### config.mk
export PLATFORM = sky130hd
export DESIGN_NAME = multicycle_controller
export DESIGN_NICKNAME = d
export VERILOG_FILES = /design/src/rtl/multicycle_controller.sv
export SDC_FILE = /design/constraint.sdc
export NUM_CORES = 1
export LEC_CHECK = 0
export ABC_AREA = 1
export CAP_MARGIN = 0
export CORE_UTILIZATION = 36
export DETAILED_ROUTE_END_ITERATION = 8
export GPL_ROUTABILITY_DRIVEN = 0
export GPL_TIMING_DRIVEN = 0
export MAX_ROUTING_LAYER = met4
export PLACE_DENSITY = 0.78
export SLEW_MARGIN = 25
export SYNTH_ARGS = -nofsm -noshare
export SYNTH_HDL_FRONTEND = slang
export SYNTH_SLANG_ARGS = --single-unit
### constraint.sdc
create_clock -name clk -period 1.9 [get_ports clk]
set_input_delay 0.38 -clock clk [delete_from_list [all_inputs] [get_ports clk]]
set_output_delay 0.38 -clock clk [all_outputs]
set_load 0.02 [all_outputs]
### src/rtl/multicycle_controller.sv
// rtl/multicycle_controller.sv - multicycle RV32I-subset control FSM (lw, sw, R/I ALU, beq, jal)
//
// Ports:
//   clk, reset                 rising-edge clock, synchronous active-high reset
//   op, funct3, funct7b5       instruction fields from the instruction register
//   Zero                       ALU zero flag
//   MemReady                   memory completes the current access this cycle
//   MemReq, MemWrite, AdrSrc   memory request, write strobe, address select
//   PCWrite, IRWrite, RegWrite architectural state enables
//   ResultSrc, ALUSrcA/B       datapath mux selects
//   ALUControl                 ALU operation
//   ImmSrc                     immediate format, decoded from op in every state
//   Illegal                    unsupported opcode seen in DECODE (one cycle)
//
// Optional feature: define MULTICYCLE_BNE_EN to let the BEQ state also
// resolve bne (PCWrite = Zero ^ funct3[0]).

module multicycle_controller (
    input  logic       clk,
    input  logic       reset,
    input  logic [6:0] op,
    input  logic [2:0] funct3,
    input  logic       funct7b5,
    input  logic       Zero,
    input  logic       MemReady,
    output logic       MemReq,
    output logic       PCWrite,
    output logic       AdrSrc,
    output logic       MemWrite,
    output logic       IRWrite,
    output logic [1:0] ResultSrc,
    output logic [1:0] ALUSrcA,
    output logic [1:0] ALUSrcB,
    output logic [2:0] ALUControl,
    output logic       RegWrite,
    output logic [1:0] ImmSrc,
    output logic       Illegal
);

    typedef enum logic [3:0] {
        S_FETCH    = 4'd0,
        S_DECODE   = 4'd1,
        S_MEMADR   = 4'd2,
        S_MEMREAD  = 4'd3,
        S_MEMWB    = 4'd4,
        S_MEMWRITE = 4'd5,
        S_EXECUTER = 4'd6,
        S_EXECUTEI = 4'd7,
        S_ALUWB    = 4'd8,
        S_BEQ      = 4'd9,
        S_JAL      = 4'd10
    } state_t;

    localparam logic [6:0] OP_LW   = 7'b0000011;
    localparam logic [6:0] OP_SW   = 7'b0100011;
    localparam logic [6:0] OP_R    = 7'b0110011;
    localparam logic [6:0] OP_I    = 7'b0010011;
    localparam logic [6:0] OP_BEQ  = 7'b1100011;
    localparam logic [6:0] OP_JAL  = 7'b1101111;

    state_t     state_q;
    state_t     state_d;
    logic [1:0] alu_op;

    always_ff @(posedge clk) begin
        if (reset) begin
            state_q <= S_FETCH;
        end else begin
            state_q <= state_d;
        end
    end

    // Main state decode: next state and datapath controls.
    always_comb begin
        state_d   = S_FETCH;
        MemReq    = 1'b0;
        PCWrite   = 1'b0;
        AdrSrc    = 1'b0;
        MemWrite  = 1'b0;
        IRWrite   = 1'b0;
        ResultSrc = 2'b00;
        ALUSrcA   = 2'b00;
        ALUSrcB   = 2'b00;
        RegWrite  = 1'b0;
        Illegal   = 1'b0;
        alu_op    = 2'b00;

        case (state_q)
            S_FETCH: begin
                MemReq    = 1'b1;
                ALUSrcB   = 2'b10;
                ResultSrc = 2'b10;
                // PC+4 and the fetched word are captured only once memory answers.
                IRWrite   = MemReady;
                PCWrite   = MemReady;
                state_d   = MemReady ? S_DECODE : S_FETCH;
            end
            S_DECODE: begin
                // Branch/jump target (OldPC + imm) is precomputed into ALUOut here.
                ALUSrcA = 2'b01;
                ALUSrcB = 2'b01;
                case (op)
                    OP_LW, OP_SW: state_d = S_MEMADR;
                    OP_R:         state_d = S_EXECUTER;
                    OP_I:         state_d = S_EXECUTEI;
                    OP_BEQ:       state_d = S_BEQ;
                    OP_JAL:       state_d = S_JAL;
                    default: begin
                        Illegal = 1'b1;
                        state_d = S_FETCH;
                    end
                endcase
            end
            S_MEMADR: begin
                ALUSrcA = 2'b10;
                ALUSrcB = 2'b01;
                state_d = op[5] ? S_MEMWRITE : S_MEMREAD;
            end
            S_MEMREAD: begin
                AdrSrc  = 1'b1;
                MemReq  = 1'b1;
                state_d = MemReady ? S_MEMWB : S_MEMREAD;
            end
            S_MEMWB: begin
                ResultSrc = 2'b01;
                RegWrite  = 1'b1;
                state_d   = S_FETCH;
            end
            S_MEMWRITE: begin
                AdrSrc   = 1'b1;
                MemReq   = 1'b1;
                MemWrite = 1'b1;
                state_d  = MemReady ? S_FETCH : S_MEMWRITE;
            end
            S_EXECUTER: begin
                ALUSrcA = 2'b10;
                alu_op  = 2'b10;
                state_d = S_ALUWB;
            end
            S_EXECUTEI: begin
                ALUSrcA = 2'b10;
                ALUSrcB = 2'b01;
                alu_op  = 2'b10;
                state_d = S_ALUWB;
            end
            S_ALUWB: begin
                RegWrite = 1'b1;
                state_d  = S_FETCH;
            end
            S_BEQ: begin
                ALUSrcA = 2'b10;
                alu_op  = 2'b01;
`ifdef MULTICYCLE_BNE_EN
                // funct3[0] distinguishes bne from beq.
                PCWrite = Zero ^ funct3[0];
`else
                PCWrite = Zero;
`endif
                state_d = S_FETCH;
            end
            S_JAL: begin
                // PC <= ALUOut (target from DECODE); ALU computes OldPC+4 for rd.
                ALUSrcA = 2'b01;
                ALUSrcB = 2'b10;
                PCWrite = 1'b1;
                state_d = S_ALUWB;
            end
            default: state_d = S_FETCH;
        endcase

        // Reset suppresses every architectural write in the cycle it is seen.
        if (reset) begin
            MemReq   = 1'b0;
            PCWrite  = 1'b0;
            IRWrite  = 1'b0;
            MemWrite = 1'b0;
            RegWrite = 1'b0;
        end
    end

    // ALU operation decode.
    always_comb begin
        ALUControl = 3'b000;
        case (alu_op)
            2'b01: ALUControl = 3'b001;
            2'b10: begin
                case (funct3)
                    // Only R-type (op[5]=1) may subtract; addi ignores Instr[30].
                    3'b000:  ALUControl = (op[5] & funct7b5) ? 3'b001 : 3'b000;
                    3'b010:  ALUControl = 3'b101;
                    3'b110:  ALUControl = 3'b011;
                    3'b111:  ALUControl = 3'b010;
                    default: ALUControl = 3'b000;
                endcase
            end
            default: ALUControl = 3'b000;
        endcase
    end

    // Immediate format decode, independent of state.
    always_comb begin
        ImmSrc = 2'b00;
        case (op)
            OP_SW:   ImmSrc = 2'b01;
            OP_BEQ:  ImmSrc = 2'b10;
            OP_JAL:  ImmSrc = 2'b11;
            default: ImmSrc = 2'b00;
        endcase
    end

endmodule

* Yosys cells after proc, flatten, opt, wreduce, memory -nomap -nowiden
Index checks and enable logic that the tools add are counted.
** Word-level totals
- Register bits after elaboration :: 4
- Input bits :: 15
- Output and inout port bits :: 18
- Word-level logic and storage cells :: 63
** Cells by class
- Equal/unequal tests :: 21
- Muxes and demuxes :: 27
- Bitwise gates (word level) :: 1
- Reduce and logical (&&, ||, !) cells :: 13
** Operators with widths (number)
- case mux 4 bit (6 select lines) :: 1
- case mux 4 bit (5 select lines) :: 1
- equality test 4 x 3 -> 1 bit, second input constant :: 4
- case mux 2 bit (2 select lines) :: 4
- equality test 7 x 6 -> 1 bit, second input constant :: 2
- equality test 7 bit, second input constant :: 2
- two-way mux 1 bit :: 14
- equality test 4 bit, second input constant :: 3
- case mux 3 bit (4 select lines) :: 1
- OR reduction 2 bit :: 6
- two-way mux 3 bit :: 3
- OR reduction 3 bit :: 3
- equality test 4 x 2 -> 1 bit, second input constant :: 2
- equality test 7 x 2 -> 1 bit, second input constant :: 1
- equality test 7 x 5 -> 1 bit, second input constant :: 1
- equality test 3 bit, second input constant :: 2
- case mux 2 bit (3 select lines) :: 1
- case mux 3 bit (2 select lines) :: 1
- OR reduction 6 bit :: 1
- equality test 4 x 1 -> 1 bit, second input constant :: 1
- zero test 4 bit :: 1
- OR reduction 4 bit :: 1
- equality test 3 x 2 -> 1 bit, second input constant :: 1
- zero test 3 bit :: 1
- other kinds (4) :: 4

* Longest topological paths before layout
Gate-level depths: netlist of run 1.
- Depth after elaboration :: 5
- Gate-level depth with buffers :: 8
- Depth with buffers taken out :: 8

* Least setup slack after synthesis of run 1
OpenSTA, ideal clock, no wires.
- Path type :: register to output
- Start point :: reg state_q[3]
- End point :: out ALUControl[2]
- Data arrival time :: 1663 ps
- Slack :: -143 ps
- Cell stages (with the launch flop) :: 6
- Path buffers :: 0
- Cells stage by stage :: dfxtp_1 > inv_1 > nor2_2 > nand2_2 > ha_1 > nor4_1
** Between the ends
- Cells in the longest elaborated chain, start to end :: 5
- Elaborated cells on any way between the ends :: 8
- Classes of those cells :: 5 x eq/ne; 2 x mux; 1 x reduce/logical
** Ends and longest elaborated chain
- start, declared :: line 61 : state_t state_q;
- start signal, assigned :: line 69 : state_q <= state_d;
- equality test 4 x 3 -> 1 bit :: line 88 : case (state_q)
- OR reduction 2 bit (no source line)
- case mux 2 bit (2 select lines) * :: line 88
- equality test 2 bit / equality test 2 x 1 -> 1 bit (equally long branches) :: line 184 : case (alu_op)
- case mux 3 bit (2 select lines) * :: line 184
- end, declared :: line 34 : output logic [2:0] ALUControl,
Every way passes the cells marked *; elsewhere a longest branch is shown, timed or not.

* Worst setup path in the final report of run 1
- Start point :: reg state_q[0]
- End point :: out ALUControl[0]
Same word-level chain as after synthesis.

==> flow_summary_export.csv, run 1 <==
group,metric,value,unit
worst_setup_path,ff2ff_path_depth,7,
drt,vias,790,
worst_setup_path,end_kind,"output port",
sta,setup_viol,0,
drt,first_pass_iters,4,
worst_setup_path,crit_required,1520,ps
hold_path,hold_path_class,"in -> reg",
placed_design,place_inst,150,
drt,drt_iter0_drc,28,
floorplanning,ios,33,
placed_design,post-dp-hpwl,1368,um
layout,drive_gt1_share,35.86,%
worst_setup_path,crit_fanout,5,
power_and_ir_drop,swShare,31.67,%
layout,multiInputGateArea,480.5,sq um
global_route,overflow,0,
sta,fin_skew,4.518,ps
layout,nets,164,
floorplanning,core-area,1366,sq um
clock_tree,cts_hold_buf,0,
status,status,"finished clean",
drt,routed_wl,1874,um
layout,fillers,134,
worst_setup_path,crit_slowest_cell,"dfxtp_4",
power_and_ir_drop,p_seq_share,29.5,%
worst_setup_path,crit_path_end,"ALUControl[0]",
sta,fmax,0.5308,GHz
layout,final_cells,160,
global_route,antenna_found_initial,0,
global_route,grt_pass1_vias,700,
layout,final_cell_mix,"nand2_1 (21), nor2_1 (16), dlygate4sd2_1 (14), inv_1 (11), nand3_1 (11)",
power_and_ir_drop,power_density,295.2,nW/um^2
power_and_ir_drop,combPwrFrac,36.5,%
global_route,grt_pass1_wl,2849,um
clock_tree,cts_tree,"done",
drt,ant_nets,0,
flow_run,cap_violations,0,
worst_setup_path,cpPeakStageDelay,360,ps
logic_synthesis,syn_inst,104,
logic_synthesis,yosysUniqueCellTypes,21,
worst_setup_path,r2r_slack,690,ps
floorplanning,die-width,41.15,um
layout,largest_reg_flops,4,
layout,num_antenna_cells,0,
global_route,track_usage,25.80,%
worst_setup_path,path_class,"reg -> out",
clock_tree,cts.clk_slew.worst_paths,40,ps
worst_setup_path,worst_ep_arrival_time,1500,ps
logic_synthesis,synth_area,551.8,sq um
global_route,grt_max_degree,10,
layout,finish.utilization,72.80,%
layout,layout_commonest_cell,"nand2_1",
drt,drcViolationCount,0,
floorplanning,start_util,40.38,%
floorplanning,num_rows,13,
logic_synthesis,avgSynthCellArea,5.306,sq um
layout,regArea,90.09,sq um
sta,slew_viol_final,0,
logic_synthesis,ys_seq_area_share,14.51,%
clock_tree,clock_latency,230,ps
floorplanning,die_h,41.15,um
worst_setup_path,r2r-start,"state_q[0]",
sta,post-route-min-period,1884,ps
sta,hold_viol,0,
worst_setup_path,crit_path_start,"state_q[0]",
layout,regMostFlops,"state_q",
power_and_ir_drop,peakVddDrop,0.2779,mV
sta,tightest_slew,405.5,ps
worst_setup_path,cp-start-kind,"flop",
layout,syn2layout_area_growth,80.27,%
worst_setup_path,r2r-end,"state_q[0]",
clock_tree,numCtsBuffers,3,
sta,fin_tns_setup,0,ps
logic_synthesis,ys_ff_latch,4,
logic_synthesis,syn_nets,121,
sta,rsz0062_at_grt,"true",
drt,wl_per_cell,11.71,um
logic_synthesis,synth_warnings,0,
worst_setup_path,path_cells,"inv_2 -> nor2_4 -> nand2_4 -> ha_4 -> nand2_4 -> nor2_1 -> nor2_1 -> a21oi_1 -> buf_4",
floorplanning,dieArea,1693,sq um
clock_tree,clock_path_buffers,2,
power_and_ir_drop,switching_power,0.00009300,W
placed_design,port_buffers,31,
sta,whs,526.8,ps
drt,via_per_inst,4.938,
clock_tree,cts.sinks,4,
sta,min_period_over_period,99.16,%
power_and_ir_drop,leakagePower,0.5309,nW
power_and_ir_drop,p_int,0.0002006,W
clock_tree,htreeDepth,1,
sta,slew_headroom,72.97,%
clock_tree,root_buffer,"clkbuf_4",
layout,largestRegisters,"state_q: 4 flops",
power_and_ir_drop,p_clk_share,33.9,%
==> power by group through the flow <==
stage / sequential, W / combinational (W) / clock (W)
after floorplan: 0.0000893 / 0.0000500 / 0
after global placement: 0.0000894 / 0.000109 / 0
after detailed placement: 0.0000896 / 0.000110 / 0
after CTS: 0.0000888 / 0.000101 / 0.000103
after global routing: 0.0000869 / 0.000118 / 0.000112
final: 0.0000867 / 0.000107 / 0.0000996
==> cell usage after synthesis (all sizes together) <==
| master | instances | area share, % |
|---|---|---|
| a21oi | 6 | 6.1 |
| a31oi | 1 | 1.1 |
| clkbuf | 1 | 0.68 |
| dfxtp | 4 | 15 |
| ha | 2 | 4.5 |
| inv | 19 | 13 |
| nand2 | 26 | 19 |
| nand3 | 11 | 10 |
| nand4 | 2 | 2.3 |
| nor2 | 25 | 21 |
| nor3 | 2 | 1.8 |
| nor4 | 1 | 1.1 |
| o211ai | 1 | 1.4 |
| o21ai | 2 | 2.5 |
| o21bai | 1 | 1.4 |
==> final cells by class <==
class / instances / share of cell area [%]
Clock buffer: 3 / 2.264
Inverter: 19 / 7.421
Timing Repair Buffer: 38 / 30.69
Tap cell: 15 / 1.887
Sequential cell: 4 / 9.057
Buffer: 1 / 0.3774
Multi-Input combinational cell: 80 / 48.30
==> what timing repair did <==
| action | CTS | global route |
|---|---|---|
| pin swaps | 6 | 10 |
| setup buffers | 4 | 3 |
| resized for setup | 67 | 20 |
| endpoints found under the setup margin | 18 | 10 |
| endpoints found under the hold margin | 0 | 0 |
==> how the worst min path moves through the flow <==
stage / startpoint / end / cells past startpoint
after floorplan: op[4] / state_q[2] / 4
after global placement: state_q[0] / state_q[1] / 4
after detailed placement: state_q[0] / state_q[1] / 4
after CTS: reset / state_q[1] / 2
after global routing: reset / state_q[1] / 2
final: reset / state_q[1] / 2
==> kinds of logic after synthesis <==
logic type,Yosys count,share of synthesized area (%)
AND/OR/NAND/NOR,67,54.88
buffers and inverters,20,13.61
AO/OA/AOI/OAI,11,12.47
flip-flops,4,14.51
adder cells (fa/ha/maj),2,4.534
==> through the flow <==
stage               setup WS [ps]  total power, W  instance area, sq um
detailed placement         -492.8       0.0001996                 887.1
CTS                        -59.54       0.0002924                 944.7
floorplan                   71.63       0.0001393                 558.0
global placement           -512.9       0.0001982                 887.1
global route               -49.26       0.0003168                 994.7
finish                      15.90       0.0002936                 994.7
==> critical path, delay by kind of cell, from the launching register on <==
kind,cells,cell delay (ps)
compound gates,1,70
buf+inv,2,210
flops,1,360
simple gates,5,440
fa+ha+maj,1,180
==> per-layer routing <==
layer,vias to the layer above,share of wire (%),GRT usage [%]
met5,-,0,-
met4,0,0.21,4.839
met3,2,5.7,3.261
met2,31,56,52.34
met1,343,38,25.64
li1,414,-,-
Note: power is estimated with default switching activity, not from simulation.
==> inputs of run 2 (changes only) <==
--- a/config.mk
+++ b/config.mk
@@ -7,12 +7,14 @@
 export LEC_CHECK = 0
 export ABC_AREA = 1
 export CAP_MARGIN = 0
-export CORE_UTILIZATION = 36
+export CORE_MARGIN = 2
+export CORE_UTILIZATION = 35
 export DETAILED_ROUTE_END_ITERATION = 8
 export GPL_ROUTABILITY_DRIVEN = 0
 export GPL_TIMING_DRIVEN = 0
 export MAX_ROUTING_LAYER = met4
-export PLACE_DENSITY = 0.78
+export PLACE_DENSITY = 0.76
+export SKIP_LAST_GASP = 1
 export SLEW_MARGIN = 25
 export SYNTH_ARGS = -nofsm -noshare
 export SYNTH_HDL_FRONTEND = slang
==> run 2 against run 1 <==
Against the previous run:
- the run now ends with setup timing left
- register-to-register slack improved by 30 ps
- sequential share of layout area fell by 0.35 points
- count of clock-buffer cells in the layout did not move
- non-clock buffer count rose by 3
- via count rose by 3.8%
- maximum frequency fell by 0.88%
- setup slack got worse by 17 ps
- global-route usage fell by 6.7 points
- sequential power fell by 1%
- largest power group is now clock
- highest routed layer unchanged
==> flow_summary_export.csv, run 2 (synthesis gave the netlist of run 1 again) <==
group,metric,value,unit
drt,wl_met1,765,um
sta,fmax,0.5261,GHz
global_route,track_usage,19.12,%
layout,final_cell_mix,"nand2_1 (19), nor2_1 (13), inv_1 (12), buf_4 (12)",
placed_design,place_ws,-511.9,ps
sta,post-route-min-period,1901,ps
worst_setup_path,crit_fanout,3,
sta,fin_skew,8.000,ps
global_route,antenna_found_initial,0,
drt,drt_iter0_drc,35,
layout,largestRegisters,"state_q: 4 flops",
drt,first_pass_iters,4,
power_and_ir_drop,leakagePower,0.5567,nW
sta,slew_headroom,74.20,%
status,violations,"setup timing",
global_route,grt_pass1_vias,693,
clock_tree,cts.sinks,4,
flow_run,cap_violations,0,
drt,routed_wl,1848,um
sta,min_period_over_period,100.0,%
drt,vias,820,
layout,fillers,121,
layout,regMostFlops,"state_q",
floorplanning,die-width,43.71,um
floorplanning,start_util,37.06,%
global_route,grt_pass1_wl,2725,um
sta,hold_viol,0,
floorplanning,die_h,43.71,um
worst_setup_path,critPathTopFamily,"flip-flops",
sta,whs,499.6,ps
drt,wl_per_cell,11.27,um
layout,largest_reg_flops,4,
clock_tree,cts.clk_slew.worst_paths,30,ps
floorplanning,num_rows,14,
worst_setup_path,crit_slowest_cell,"dfxtp_4",
drt,via_per_inst,5.000,
global_route,overflow,0,
worst_setup_path,cp-start-kind,"flop",
sta,finalWorstSetupSlack,-0.7390,ps
power_and_ir_drop,power_density,289.9,nW/um^2
sta,setup_viol,1,
layout,finish.utilization,71.43,%
drt,ant_nets,0,
clock_tree,clock_latency,250,ps
drt,drcViolationCount,0,
clock_tree,root_buffer,"clkbuf_4",
clock_tree,numCtsBuffers,3,
layout,drive_gt1_share,38.51,%
worst_setup_path,cpPeakStageDelay,350,ps
layout,syn2layout_area_growth,92.74,%
worst_setup_path,path_cells,"inv_4 -> nand2_4 -> nor2_4 -> ha_4 -> buf_6 -> nand4_1 -> a21oi_2 -> buf_4",
layout,num_antenna_cells,0,
worst_setup_path,path_class,"reg -> out",
power_and_ir_drop,p_total,0.0003084,W
drt,wl_met3,125,um
worst_setup_path,crit_required,1520,ps
clock_tree,cts_tree,"done",
sta,slew_viol_final,0,
hold_path,hold_path_class,"in -> reg",
placed_design,port_buffers,31,
floorplanning,ios,33,
clock_tree,clock_path_buffers,2,
power_and_ir_drop,peakVddDrop,0.2717,mV
layout,nets,167,
floorplanning,core-area,1489,sq um
drt,wl_met2,930,um
sta,rsz0062_at_grt,"true",
worst_setup_path,end_kind,"output port",
placed_design,post-dp-hpwl,1268,um
layout,layout_commonest_cell,"nand2_1",
drt,routed.top_layer,"met4",
clock_tree,cts_hold_buf,0,
floorplanning,dieArea,1910,sq um
status,status,"finished with violations",
worst_setup_path,worstPathBufferInverterCount,3,
clock_tree,htreeDepth,1,
worst_setup_path,worst_ep_arrival_time,1520,ps
global_route,grt_max_degree,10,
sta,tightest_slew,387.0,ps
[run 2: path summary, 6_finish.rpt]
kind                         to  startpoint  cells past startpoint  slack, ps
setup / recovery  ALUControl[0]  state_q[3]                      8       -0.7
hold / removal       state_q[2]       reset                      2        500
hold reg to reg      state_q[1]  state_q[0]                      4        640
setup reg to reg     state_q[0]  state_q[0]                      7        720
[run 2: repair_timing]
| item | 4_1_cts | 5_1_grt |
|---|---|---|
| cloned | 0 | 0 |
| setup buffers | 2 | 8 |
| endpoints found under the setup margin | 18 | 9 |
| resized for setup | 56 | 29 |
| pin swaps | 5 | 12 |
[run 2: area by class of cell]
type | count | area (sq um) | share of cell area [%]
multi-input combinational | 80 | 498.0 | 46.82
sequential | 4 | 92.59 | 8.706
clock buffer | 3 | 22.52 | 2.118
inverter | 19 | 73.82 | 6.941
buffer | 1 | 3.754 | 0.3529
timing repair buffer | 41 | 352.8 | 33.18
tap | 16 | 20.02 | 1.882
[run 2: per-stage QoR]
stage / TNS [ps] / std cells / area [sq um]
final: -0.7390 / 164 / 1064
after global routing: -274.1 / 164 / 1064
after CTS: -30.35 / 156 / 938.4
after detailed placement: -3091 / 151 / 888.4
after global placement: -3054 / 151 / 888.4
after floorplan: 0 / 104 / 558.0
[run 2: power breakdown]
part	switching (W)	internal, W	total, W
Combinational	0.0000607	0.0000507	0.000111
Sequential	0.00000256	0.0000828	0.0000854
Clock	0.0000405	0.0000710	0.000112
Total	0.000104	0.000205	0.000308
[run 2: routing by layer]
layer,global-route usage [%],vias up
met1,20.00,363
met4,9.091,0
met5,-,-
met2,35.29,33
li1,-,421
met3,1.667,3
==> inputs of run 3 (changes only) <==
--- a/config.mk
+++ b/config.mk
@@ -12,7 +12,6 @@
 export DETAILED_ROUTE_END_ITERATION = 8
 export GPL_ROUTABILITY_DRIVEN = 0
 export GPL_TIMING_DRIVEN = 0
-export MAX_ROUTING_LAYER = met4
 export PLACE_DENSITY = 0.76
 export SKIP_LAST_GASP = 1
 export SLEW_MARGIN = 25
==> results of run 3 <==
Final layout, timing and power as in run 2 (identical DEF).
Main changes from that run: overall routing resource usage 19.12% -> 18.55%
